==> src/rtl/sticky_flag_reader.sv <==
// sticky_flag_reader
//
// Reader end of a set-and-hold flag source. The flag is synchronised into
// the clk domain, and each event is timestamped from a free-running cycle
// counter and offered to a consumer over a valid/ready handshake. A clear
// request then goes back to the source. If the flag fails to drop within
// CLR_TIMEOUT cycles of the request, it is reported as stuck.
//
// Ports
//   clk        single clock, rising edge
//   rst        asynchronous active-low reset, released synchronously
//   flag_in    sticky flag from the source (may be asynchronous)
//   flag_clr   registered clear request to the source
//   evt_valid  event record available
//   evt_ready  consumer accepts the record
//   evt_time   timer value at event capture
//   evt_count  saturating count of captured events
//   overflow   sticky: an event was captured while a record was still pending
//   stuck      flag did not drop within CLR_TIMEOUT cycles of a clear request
module sticky_flag_reader #(
  parameter int CNT_W       = 8,
  parameter int SYNC_STAGES = 2,
  parameter int CLR_TIMEOUT = 16
) (
  input  logic             clk,
  input  logic             rst,
  input  logic             flag_in,
  output logic             flag_clr,
  output logic             evt_valid,
  input  logic             evt_ready,
  output logic [CNT_W-1:0] evt_time,
  output logic [CNT_W-1:0] evt_count,
  output logic             overflow,
  output logic             stuck
);

  localparam logic [15:0] WAIT_LAST = 16'(CLR_TIMEOUT - 1);

  typedef enum logic [1:0] {
    IDLE  = 2'd0,
    CLEAR = 2'd1,
    FAULT = 2'd2
  } state_t;

  state_t                 state_q;
  state_t                 state_d;
  logic [SYNC_STAGES-1:0] sync_q;
  logic                   flag_s;
  logic [CNT_W-1:0]       timer_q;
  logic [15:0]            wait_q;
  logic [15:0]            wait_d;
  logic                   clr_d;
  logic                   stuck_d;
  logic                   capture;
  logic                   take;

  function automatic logic [CNT_W-1:0] sat_inc(input logic [CNT_W-1:0] v);
    if (&v) return v;
    return v + 1'b1;
  endfunction

  // Synchroniser: flag_in -> flag_s, SYNC_STAGES flops deep
  always_ff @(posedge clk or negedge rst) begin
    if (!rst) sync_q <= '0;
    else      sync_q <= {sync_q[SYNC_STAGES-2:0], flag_in};
  end

  assign flag_s = sync_q[SYNC_STAGES-1];

  // Free-running timer, wraps naturally at 2^CNT_W
  always_ff @(posedge clk or negedge rst) begin
    if (!rst) timer_q <= '0;
    else      timer_q <= timer_q + 1'b1;
  end

  // FSM state, wait counter and registered control outputs
  always_ff @(posedge clk or negedge rst) begin
    if (!rst) begin
      state_q  <= IDLE;
      wait_q   <= '0;
      flag_clr <= 1'b0;
      stuck    <= 1'b0;
    end else begin
      state_q  <= state_d;
      wait_q   <= wait_d;
      flag_clr <= clr_d;
      stuck    <= stuck_d;
    end
  end

  always_comb begin
    state_d = state_q;
    wait_d  = wait_q;
    clr_d   = flag_clr;
    stuck_d = stuck;
    capture = 1'b0;
    case (state_q)
      IDLE: begin
        if (flag_s) begin
          capture = 1'b1;
          clr_d   = 1'b1;
          wait_d  = '0;
          state_d = CLEAR;
        end
      end
      CLEAR: begin
        // A dropped flag takes priority over the timeout on the same cycle.
        if (!flag_s) begin
          clr_d   = 1'b0;
          wait_d  = '0;
          state_d = IDLE;
        end else if (wait_q == WAIT_LAST) begin
          stuck_d = 1'b1;
          wait_d  = '0;
          state_d = FAULT;
        end else begin
          wait_d = wait_q + 16'd1;
        end
      end
      FAULT: begin
        if (!flag_s) begin
          clr_d   = 1'b0;
          stuck_d = 1'b0;
          state_d = IDLE;
        end
      end
      default: begin
        clr_d   = 1'b0;
        stuck_d = 1'b0;
        wait_d  = '0;
        state_d = IDLE;
      end
    endcase
  end

  // A new capture may replace the pending record only if that record is
  // being accepted in the same cycle; otherwise the old record is kept.
  assign take = capture && (!evt_valid || evt_ready);

  // Event record and handshake
  always_ff @(posedge clk or negedge rst) begin
    if (!rst) begin
      evt_valid <= 1'b0;
      evt_time  <= '0;
      evt_count <= '0;
      overflow  <= 1'b0;
    end else begin
      if (capture) begin
        evt_count <= sat_inc(evt_count);
        if (take) begin
          evt_time  <= timer_q;
          evt_valid <= 1'b1;
        end else begin
          overflow <= 1'b1;
        end
      end else if (evt_valid && evt_ready) begin
        evt_valid <= 1'b0;
      end
    end
  end

endmodule

==> config.mk <==
export PLATFORM = sky130hd
export DESIGN_NAME = sticky_flag_reader
export DESIGN_NICKNAME = d
export VERILOG_FILES = /design/src/rtl/sticky_flag_reader.sv
export SDC_FILE = /design/constraint.sdc
export NUM_CORES = 1
export LEC_CHECK = 0
export CAP_MARGIN = 20
export CORE_UTILIZATION = 50
export CTS_BUF_LIST = sky130_fd_sc_hd__clkbuf_16
export DETAILED_ROUTE_END_ITERATION = 6
export GPL_TIMING_DRIVEN = 0
export PLACE_DENSITY = 0.83
export SYNTH_ARGS = -nofsm -noshare
export SYNTH_HDL_FRONTEND = slang
export SYNTH_SLANG_ARGS = --single-unit
==> constraint.sdc <==
create_clock -name clk -period 1.9 [get_ports clk]
set_input_delay 0.57 -clock clk [delete_from_list [all_inputs] [get_ports clk]]
set_output_delay 0.57 -clock clk [all_outputs]
set_load 0.01 [all_outputs]
==> out/qor.yml <==
status: "complete, no violations"
initial_utilization_pct: 53.8
maximum_number_of_pins_on_one_net_before_global_route_repair: 30
netlist_instances: 197
startpoint_type: "register"
post_drt_wl_per_cell_um: 15.7
timing_worst_setup_path_type: "reg -> out"
detail_route.wirelength_mm: 4.46
num_vias: 1664
final_cell_mix: "48 x sky130_fd_sc_hd__dfrtp_1, 22 x sky130_fd_sc_hd__clkdlybuf4s50_1, 16 x sky130_fd_sc_hd__nand2_1"
firstDrtPassIters: 4
design_power_total_mw: 3.37
path_cells: "clkdlybuf4s50_1"
proportion_of_power_drawn_by_the_clock_network_pct: 29.9
worst_slew_margin_rel_pct: 68.0
cts.sinks: 48
clk_root_buffer_cell: "sky130_fd_sc_hd__clkbuf_16"
final_layout_size_suffix_gt1_share_pct: 20.9
number_of_nets_at_the_end_of_the_flow: 243
synthDistinctLibCells: 36
synthesis.area_um2: 2230
overflow: 0
fraction_of_power_spent_switching_nets_pct: 29.6
postSynthRegisterBits: 48
fin_skew_ps: 5.07
design.portCount: 24
slowest_stage_delay_on_critical_path_ps: 580
route.detailed.vias_per_inst: 5.86
critical_path.top_delay_family: "buffers and inverters"
clock_pin_transition_on_the_worst_setup_and_hold_timing_paths_ps: 70
placeableCoreArea_um2: 4140
num_rows: 23
clk_latency_ps: 290
report.final.slew_viol_count: 0
period_minus_slack_ps: 1860
synth_top_flop_cell: "sky130_fd_sc_hd__dfrtp_1"
die_width_um: 68.8
yosysTopAreaCell: "sky130_fd_sc_hd__dfrtp_1"
clock_tree_from_tritoncts: "built"
max-clock-path-buffers: 2
comb_power_share_pct: 30.3
flow.area_growth_from_synthesis_pct: 27.1
grt_first_pass_wirelength_mm: 7.37
p_switching_uw: 997
crit_slowest_cell: "sky130_fd_sc_hd__clkdlybuf4s50_1"
detail_route.drc_violations: 0
antenna_violations_before_repair: 0
postRouteAntennaNets: 0
critPathArrivalTime_ps: 1290
cts_inserted_buffers: 5
number_of_global_route_vias_before_repair: 1701
setup_viol_count_final: 0
pwr-share-seq_pct: 39.8
data_required_time_of_the_worst_path_ps: 1330
cap_viol_max_count: 0
layout_commonest_cell: "sky130_fd_sc_hd__dfrtp_1"
final_min_period_over_clock_period_pct: 97.8
fmax_mhz: 538
die_area_um2: 4730
nFillCells: 304
yosys_warnings: 0
h-tree-depth: 2
synth.yosys.seq_area_share_pct: 53.8
detailedPlacementHpwl_mm: 2.86
path_max_fanout: 5
vdd.ir_drop.worst_uv: 1060
detail_route.iter0.violations: 201
hold_path_class: "in -> async"
asyncSetResetFlopFracSynth_pct: 100
worst-path-buf-inv: 1
mean_cell_area_of_the_mapped_netlist_um2: 11.3
fin_util_pct: 68.4
tightestPinTransition_ps: 481
crit_path_end_kind: "primary output"
p_per_area_nw_per_um2: 1190
groute.usage.overall_pct: 21.3
synth.area.top_cells: "sky130_fd_sc_hd__dfrtp_1 54%, sky130_fd_sc_hd__mux2_2 5.0%, sky130_fd_sc_hd__xnor2_1 4.7%"
power_report.internal_total_mw: 2.37
syn-num-nets: 207
static-leakage-power_nw: 1.18
final_hold_viol_count: 0
num_antenna_cells: 0
die_height_um: 68.8
cts_hold_repair.buffers: 0
synth-edff-count: 0
placement.io_buffers: 23
place_congestion: 0.816
yosysTopAreaCellShare_pct: 53.8
==> layout make-up <==
cell class | instances | area, um^2 | area share, %
flip-flops and latches | 48 | 1200 | 42.4
multi-input cells | 141 | 1080 | 38.0
repair buffers | 29 | 283 | 9.97
clock buffers | 5 | 125 | 4.41
well taps | 50 | 62.6 | 2.21
clock inverters | 3 | 46.3 | 1.63
plain buffers | 4 | 25.0 | 0.883
inverters | 4 | 15.0 | 0.530
==> through the flow <==
step	TNS, ps	setup WS [ps]	area (um^2)	hold slack (ps)	instances
floorplan	0	32.2	2230	274	197
detailed placement	-2630	-325	2540	346	271
finish	0	42.4	2840	235	284
global placement	-53770	-1070	2530	333	270
CTS	-10.0	-10.0	2750	256	281
global route	-62.9	-27.7	2840	281	284
==> metal layers <==
metal | share of wire, % | wire length, um | vias up | track usage, %
met5 | 0 | 0 | - | 0
met1 | 44 | 1980 | 833 | 26.7
met2 | 50 | 2210 | 37 | 35.7
met3 | 4.2 | 187 | 8 | 4.93
li1 | - | - | 786 | -
met4 | 1.7 | 76 | 0 | 7.91
==> cell usage after synthesis (6+ instances only) <==
cell	count
sky130_fd_sc_hd__dfrtp_1	48
sky130_fd_sc_hd__nand2_1	16
sky130_fd_sc_hd__nand4_1	12
sky130_fd_sc_hd__xnor2_1	12
sky130_fd_sc_hd__mux2_2	10
sky130_fd_sc_hd__o21ai_0	10
sky130_fd_sc_hd__a21oi_1	8
sky130_fd_sc_hd__nand3_1	8
sky130_fd_sc_hd__nor2_1	8
sky130_fd_sc_hd__and3_1	7
sky130_fd_sc_hd__ha_1	6
sky130_fd_sc_hd__xor2_1	6
==> cells by family after synthesis <==
| group | count (synthesis) | share of synthesized area (%) |
|---|---|---|
| multiplexers | 10 | 5.05 |
| XOR/XNOR | 18 | 7.07 |
| AO/OA/AOI/OAI | 30 | 8.69 |
| buffers and inverters | 8 | 1.68 |
| AND/OR/NAND/NOR | 77 | 20.3 |
| adder cells (fa/ha/maj) | 6 | 3.37 |
| flip-flops | 48 | 53.8 |
==> registers in the layout, indices dropped and copies added (netlist names) <==
name / cells
sync_q: 2
state_q: 2
overflow: 1
timer_q: 8
evt_valid: 1
stuck: 1
wait_q: 16
evt_count: 8
evt_time: 8
flag_clr: 1
==> power by group through the flow <==
stage                     Sequential, mW  Combinational, mW  Clock [mW]
final                               1.34               1.02        1.01
after global routing                1.36               1.10        1.06
after CTS                           1.34              0.969        1.02
after detailed placement            1.35              0.918           0
after global placement              1.35              0.890           0
after floorplan                     1.40              0.445           0
==> repair_timing <==
| item | 4_1_cts | 5_1_grt |
|---|---|---|
| hold endpoints to repair | 0 | 0 |
| cloned | 0 | 0 |
| resized for setup | 4 | 14 |
| pin swaps | 0 | 2 |
| setup endpoints to repair | 19 | 12 |
| setup buffers | 2 | 3 |
==> final timing paths <==
path                               from            to  slack [ps]  depth (start not counted)
max in group asynchronous           rst    timer_q[2]        1150                          2
max                        evt_count[3]  evt_count[3]          40                          1
min                                 rst     sync_q[0]         240                          1
min reg2reg                   sync_q[0]     sync_q[1]         360                          0
min in group clk              sync_q[0]     sync_q[1]         360                          0
max reg2reg                  state_q[1]    wait_q[14]          40                          5
No activity file was read; power rests on OpenSTA's default activity.
